### config.mk
export PLATFORM = sky130hd
export DESIGN_NAME = first_stage_quadrant_top_flat
export DESIGN_NICKNAME = d
export VERILOG_FILES = /design/src/rtl/first_stage_quadrant_top_pkg.sv /design/src/rtl/first_stage_quadrant_top_if.sv /design/src/rtl/first_stage_quadrant_top_conv_window_counter.sv /design/src/rtl/first_stage_quadrant_top.sv /design/src/flat_wrapper.sv
export SDC_FILE = /design/constraint.sdc
export NUM_CORES = 1
export LEC_CHECK = 0
export CAP_MARGIN = 10
export CORE_MARGIN = 2
export CORE_UTILIZATION = 40
export DETAILED_ROUTE_END_ITERATION = 7
export GPL_TIMING_DRIVEN = 1
export PLACE_DENSITY_LB_ADDON = 0.15
export SLEW_MARGIN = 20
export SYNTH_ARGS = -nofsm -noshare
export SYNTH_HDL_FRONTEND = slang
export SYNTH_SLANG_ARGS = --single-unit
### constraint.sdc
create_clock -name clock -period 11.51 [get_ports clock]
set_input_delay 1.151 -clock clock [delete_from_list [all_inputs] [get_ports clock]]
set_output_delay 1.151 -clock clock [all_outputs]
set_load 0.03 [all_outputs]
### src/rtl/first_stage_quadrant_top_pkg.sv
// first_stage_quadrant_top_pkg: shared constants, quadrant codes, FSM states and address helpers
package first_stage_quadrant_top_pkg;

    localparam int IMG_W       = 64;
    localparam int Q_W         = IMG_W / 2;
    localparam int K           = 3;
    localparam int STRIDE      = 1;
    localparam int NUM_FILTERS = 4;
    localparam int NOUT        = (Q_W - K) / STRIDE + 1;

    localparam logic [1:0] QUAD_TL = 2'b00;
    localparam logic [1:0] QUAD_TR = 2'b01;
    localparam logic [1:0] QUAD_BL = 2'b10;
    localparam logic [1:0] QUAD_BR = 2'b11;

    typedef enum logic [1:0] {IDLE, RUN, DONE} state_t;

    // Weight memory holds filters back to back, each as a row-major K x K block
    function automatic logic [7:0] weight_addr(logic [7:0] f, logic [7:0] kr, logic [7:0] kc);
        int a;
        a = int'(f) * K * K + int'(kr) * K + int'(kc);
        return 8'(a);
    endfunction

    // Pixel address of one kernel tap inside the selected quadrant
    function automatic logic [11:0] pixel_addr(logic [1:0] q, logic [7:0] orow, logic [7:0] ocol,
                                               logic [7:0] kr, logic [7:0] kc);
        int row;
        int col;
        row = (q[1] ? Q_W : 0) + int'(orow) * STRIDE + int'(kr);
        col = (q[0] ? Q_W : 0) + int'(ocol) * STRIDE + int'(kc);
        return 12'(row * IMG_W + col);
    endfunction

endpackage

### src/rtl/first_stage_quadrant_top_if.sv
// first_stage_quadrant_top_if: controller-side enable/quadrant and memory-side address bus
interface first_stage_quadrant_top_if;

    logic        en;
    logic [1:0]  quadrant;
    logic [7:0]  filter_address;
    logic        filter_address_ready;
    logic [11:0] input_address;
    logic        input_address_ready;
    logic        done;

    modport master (
        output en, quadrant,
        input  filter_address, filter_address_ready, input_address, input_address_ready, done
    );

    modport slave (
        input  en, quadrant,
        output filter_address, filter_address_ready, input_address, input_address_ready, done
    );

endinterface

### src/rtl/first_stage_quadrant_top_conv_window_counter.sv
// conv_window_counter: nested filter/out-row/out-col/kernel-row/kernel-col counter with step enable
module conv_window_counter
    import first_stage_quadrant_top_pkg::*;
(
    input  logic       clock,
    input  logic       clear_n,
    input  logic       step,
    output logic [7:0] f,
    output logic [7:0] orow,
    output logic [7:0] ocol,
    output logic [7:0] kr,
    output logic [7:0] kc,
    output logic       last
);

    logic kc_end;
    logic kr_end;
    logic ocol_end;
    logic orow_end;
    logic f_end;

    assign kc_end   = kc == 8'(K - 1);
    assign kr_end   = kr == 8'(K - 1);
    assign ocol_end = ocol == 8'(NOUT - 1);
    assign orow_end = orow == 8'(NOUT - 1);
    assign f_end    = f == 8'(NUM_FILTERS - 1);
    assign last     = kc_end && kr_end && ocol_end && orow_end && f_end;

    // Each level advances only when every inner level wraps on this step
    always_ff @(posedge clock or negedge clear_n) begin
        if (!clear_n) begin
            f    <= '0;
            orow <= '0;
            ocol <= '0;
            kr   <= '0;
            kc   <= '0;
        end else if (step) begin
            kc <= kc_end ? 8'd0 : kc + 8'd1;
            if (kc_end)
                kr <= kr_end ? 8'd0 : kr + 8'd1;
            if (kc_end && kr_end)
                ocol <= ocol_end ? 8'd0 : ocol + 8'd1;
            if (kc_end && kr_end && ocol_end)
                orow <= orow_end ? 8'd0 : orow + 8'd1;
            if (kc_end && kr_end && ocol_end && orow_end)
                f <= f_end ? 8'd0 : f + 8'd1;
        end
    end

endmodule

### src/rtl/first_stage_quadrant_top.sv
// first_stage_quadrant_top: weight/pixel address generator scanning all KxK windows of one quadrant
module first_stage_quadrant_top
    import first_stage_quadrant_top_pkg::*;
(
    input  logic                        clock,
    input  logic                        clear_n,
    first_stage_quadrant_top_if.slave   bus
);

    state_t      state;
    logic [1:0]  quad;
    logic [1:0]  quad_eff;
    logic        step;
    logic        last;
    logic        ready;
    logic        done;
    logic [7:0]  filter_address;
    logic [11:0] input_address;
    logic [7:0]  f;
    logic [7:0]  orow;
    logic [7:0]  ocol;
    logic [7:0]  kr;
    logic [7:0]  kc;

    // The first pair is produced on the same edge that leaves IDLE, so it must use the live quadrant
    assign step     = bus.en && state != DONE;
    assign quad_eff = state == IDLE ? bus.quadrant : quad;

    conv_window_counter u_counter (
        .clock   (clock),
        .clear_n (clear_n),
        .step    (step),
        .f       (f),
        .orow    (orow),
        .ocol    (ocol),
        .kr      (kr),
        .kc      (kc),
        .last    (last)
    );

    // FSM, quadrant latch and registered address outputs
    always_ff @(posedge clock or negedge clear_n) begin
        if (!clear_n) begin
            state          <= IDLE;
            quad           <= QUAD_TL;
            ready          <= 1'b0;
            done           <= 1'b0;
            filter_address <= '0;
            input_address  <= '0;
        end else begin
            ready <= step;
            if (state == IDLE)
                quad <= bus.quadrant;
            if (state == DONE)
                done <= 1'b1;
            if (step) begin
                filter_address <= weight_addr(f, kr, kc);
                input_address  <= pixel_addr(quad_eff, orow, ocol, kr, kc);
                state          <= last ? DONE : RUN;
            end
        end
    end

    assign bus.filter_address       = filter_address;
    assign bus.filter_address_ready = ready;
    assign bus.input_address        = input_address;
    assign bus.input_address_ready  = ready;
    assign bus.done                 = done;

endmodule

### src/flat_wrapper.sv
// flat-port wrapper written by rule: the top's interface ports become plain ports
module first_stage_quadrant_top_flat import first_stage_quadrant_top_pkg::*;
  (clock, clear_n, bus_en, bus_quadrant, bus_filter_address, bus_filter_address_ready, bus_input_address, bus_input_address_ready, bus_done);
  first_stage_quadrant_top_if bus_i ();
  input  logic clock;
  input  logic clear_n;
  input wire logic [$bits(bus_i.en)-1:0] bus_en;
  input wire logic [$bits(bus_i.quadrant)-1:0] bus_quadrant;
  output wire logic [$bits(bus_i.filter_address)-1:0] bus_filter_address;
  output wire logic [$bits(bus_i.filter_address_ready)-1:0] bus_filter_address_ready;
  output wire logic [$bits(bus_i.input_address)-1:0] bus_input_address;
  output wire logic [$bits(bus_i.input_address_ready)-1:0] bus_input_address_ready;
  output wire logic [$bits(bus_i.done)-1:0] bus_done;
  assign bus_i.en = bus_en;
  assign bus_i.quadrant = bus_quadrant;
  assign bus_filter_address = bus_i.filter_address;
  assign bus_filter_address_ready = bus_i.filter_address_ready;
  assign bus_input_address = bus_i.input_address;
  assign bus_input_address_ready = bus_i.input_address_ready;
  assign bus_done = bus_i.done;
  first_stage_quadrant_top u_core (.clock(clock), .clear_n(clear_n), .bus(bus_i));
endmodule
==> impl_metrics.csv <==
group,metric,value,unit
outcome,outcome,"finished, final reports clean",
layout,drive_gt1_frac,0.05639,
timing,slew_headroom,0.4141,
place,place_ws,6.848,ns
power,pwr-share-clk,0.324,
power,report.power.total,0.9031,mW
logic_synthesis,syn_avg_cell_area,9.725,um^2
timing,final_max_slew_viol_count,0,
place,dp_hpwl,7.899,mm
setup_path,setup.worst_path.class,"flop to flop",
logic_synthesis,synth_top_area_share,0.3417,
power,power_frac_comb,0.339,
setup_path,cp.arrival,4.88,ns
cts,ctsHoldBuffers,0,
cts,h-tree-depth,3,
logic_synthesis,yosys.area_share.simple,0.1587,
global_routing,grt_max_degree,67,
power,p_switching,0.3150,mW
flow_run,maxCapViolCount,0,
setup_path,path_cells,"ha_1 -> fa_1 -> xnor2_1 -> inv_1 -> fa_1 -> fa_1 -> inv_1 -> fa_1 -> inv_1 -> ha_1 -> o21ai_0 -> o21bai_1 -> a21oi_1 -> xnor3_1 -> xnor2_1 -> o21ai_0",
layout,fin_cells,679,
logic_synthesis,synth_top_family_by_area,"adder cells",
logic_synthesis,yosys.area_share.adder,0.2376,
drt,wl,10.46,mm
drt,drt_pre_antenna_iters,5,
floorplanning,die_area,12980,um^2
cts,clk_root_buffer_cell,"clkbuf_16",
power,internal_power,0.5881,mW
power,power_density,162.2,nW/um^2
place,io_buffers,27,
setup_path,worstSetupStartpointType,"flop",
logic_synthesis,synth_compound_area_frac,0.1105,
timing,setup_viol_count_final,0,
cts,cts.clk_slew.worst_paths,0.06,ns
power,irDropWorstVdd,0.00006007,V
timing,min_period_over_period,0.4052,
timing,timing.hold.ws,0.4642,ns
drt,via_count,3499,
cts,clock_sinks,66,
worst_hold_path,hold_class,"flop to flop",
drt,post_drt_wl_per_cell,15.41,um
drt,drc,0,
timing,finalSetupTns,0,ns
timing,rsz0062_at_grt,"no",
timing,finalWorstPathRequiredPeriod,4.664,ns
drt,drt.antenna.violating_nets,0,
drt,viasPerCell,5.153,
floorplanning,initial_core_util,0.4058,
floorplanning,core,11910,um^2
global_routing,grt_use_total,0.1785,
floorplanning,io_pins,28,
setup_path,cpMaxStageDelayCell,"fa_1",
setup_path,critPathCaptureType,"flop",
logic_synthesis,synth_xor_area_frac,0.08077,
timing,max_freq,214.4,MHz
global_routing,grt_pass1_wl,17.54,mm
logic_synthesis,synth_cells,497,
logic_synthesis,synth_fp_nets,580,
setup_path,slowest_delay,0.52,ns
layout,area_delta_synth_final,15.22,%
cts,cts_buffer_depth,2,
cts,cts_resized,0,
global_routing,grt-ovfl-total,0,
power,power.leakage,2.666,nW
global_routing,antenna_found_initial,0,
timing,finClkSkew,0.01218,ns
logic_synthesis,ys.flop_type,"dfrtp_1",
floorplanning,fp.dieH,113.9,um
timing,tightest_slew,0.8788,ns
logic_synthesis,ys_warn_count,0,
global_routing,grt_pass1_vias,3337,
timing,layout_setup_ws,6.846,ns
setup_path,critical_path_peak_fanout,9,
logic_synthesis,synthTopCellsByArea,"dfrtp_1 (34%), ha_1 (14%), fa_1 (9.5%)",
logic_synthesis,yosysUniqueCellTypes,52,
logic_synthesis,syn_area,4833,um^2
layout,finish.net_count,612,
power,p_sw_frac,0.3488,
place,dp.cells,665,
logic_synthesis,synth-async-reset-ratio,1.000,
layout,antenna_cells,0,
cts,clock_latency,0.35,ns
setup_path,reg2reg_depth,16,
cts,cts_setup_buffers,0,
floorplanning,placement_rows,40,
logic_synthesis,synth_seq_cells,66,
timing,finalHoldViolCount,0,
place,routabilityCongestion,0.8424,
floorplanning,dieWidth,113.9,um
drt,drtIter0Drc,130,
power,power_frac_seq,0.337,
logic_synthesis,synth-edff-count,0,
logic_synthesis,synthMuxAreaShare,0.01217,
cts,cts_buffers,9,
setup_path,cpMostUsedCell,"fa_1",
worst_hold_path,hold_depth,1,
cts,cts_tree,"done",
logic_synthesis,synth_top_area_cell,"dfrtp_1",
logic_synthesis,ys_seq_area_frac,0.3417,
setup_path,required,11.72,ns
==> flip-flops by register name (all words and copies together), names as in the netlist <==
signal,cells
u_core.bus.done,1
u_core.bus.filter_address,8
u_core.bus.filter_address_ready,1
u_core.bus.input_address,12
u_core.quad,2
u_core.state,2
u_core.u_counter.f,8
u_core.u_counter.kc,8
u_core.u_counter.kr,8
u_core.u_counter.ocol,8
u_core.u_counter.orow,8
==> cells in the final DEF (no fill, tap or decap), drive strengths merged, types with 3 or more instances in the layout <==
cell type / n
and4: 4
o31ai: 8
nand4: 11
nor2: 20
xor2: 11
dfrtp: 66
nand2b: 6
clkbuf: 9
and3: 6
nand3: 16
nor3: 9
buf: 3
fa: 23
o21bai: 4
xnor2: 31
a21o: 9
mux2: 4
nand2: 54
o21ai: 37
clkdlybuf4s50: 26
a21oi: 19
or3: 3
ha: 55
inv: 66
==> per-layer routing <==
| layer | routed length [um] | global-route usage | vias to the layer above |
|---|---|---|---|
| li1 | - | - | 1747 |
| met1 | 5290 | 0.2565 | 1679 |
| met2 | 4611 | 0.2548 | 57 |
| met3 | 275 | 0.03241 | 16 |
| met4 | 285 | 0.09593 | 0 |
| met5 | 0 | 0 | - |
==> kinds of logic after synthesis <==
family | after synthesis
and+or+nand+nor | 142
AOI/OAI and AO/OA | 89
adders and majority gates | 78
buffers and inverters | 74
DFF | 66
xor gates and xnor gates | 43
muxes | 5
==> power by group through the flow <==
stage                     logic, mW  registers [mW]  clock network (mW)
after CTS                     0.311           0.306               0.302
after floorplan               0.170           0.349                   0
after global placement        0.306           0.308                   0
after global routing          0.347           0.310               0.311
final                         0.306           0.304               0.293
after detailed placement      0.308           0.310                   0
==> Yosys cell counts, types with 2 or more instances <==
cell type	n
nor4_1	2
xnor2_1	31
o21ai_0	37
nand3_1	16
nand2_1	54
ha_1	55
a2111oi_0	2
a21o_1	9
dfrtp_1	66
nand4_1	9
o21a_1	2
o31ai_1	8
nand2b_1	6
and4_1	4
and3_1	5
a211oi_1	2
nor3_1	7
xor2_1	11
a21oi_1	19
fa_1	23
and2_1	2
or4_1	2
nor2_1	19
or3_1	3
mux2_2	3
inv_1	65
nor2b_1	2
o21bai_1	4
nand3b_1	2
clkbuf_1	5
==> through the flow <==
stage                       util  instance area (um^2)
after CTS                 0.4675                  5569
after detailed placement  0.4418                  5263
after global placement    0.4418                  5263
final                     0.4675                  5569
after global routing      0.4675                  5569
after floorplan                -                  4833
==> critical path: cells and delay by family, from the launching register on <==
| family | cells | cell delay (ns) |
|---|---|---|
| adders and majority gates | 6 | 2.67 |
| xor gates and xnor gates | 3 | 0.68 |
| AOI/OAI and AO/OA | 4 | 0.53 |
| DFF | 1 | 0.47 |
| buffers and inverters | 3 | 0.19 |
==> cell type report <==
cell class,instances,area (um^2)
multi-input combinational,357,2899
clock inverter,5,81.33
tap,147,183.9
clock buffer,9,225.2
fill,1168,6342
timing repair buffer,29,280.3
inverter,66,247.7
sequential,66,1652
==> path summary, 6_finish.rpt <==
| check | from | endpoint | slack [ns] |
|---|---|---|---|
| worst min-delay path | u_core.bus.done$_DFFE_PN0P_ | u_core.bus.done$_DFFE_PN0P_ | 0.46 |
| max in group asynchronous | clear_n | u_core.bus.input_address[8]$_DFFE_PN0P_ | 9.93 |
| worst max-delay path | u_core.u_counter.f[0]$_DFFE_PN0P_ | u_core.bus.filter_address[7]$_DFFE_PN0P_ | 6.85 |
| worst max register to register | u_core.u_counter.f[0]$_DFFE_PN0P_ | u_core.bus.filter_address[7]$_DFFE_PN0P_ | 6.85 |
| min in group asynchronous | clear_n | u_core.u_counter.ocol[3]$_DFFE_PN0P_ | 0.99 |
| worst min register to register | u_core.bus.done$_DFFE_PN0P_ | u_core.bus.done$_DFFE_PN0P_ | 0.46 |
Note: power is estimated with default switching activity, not from simulation.
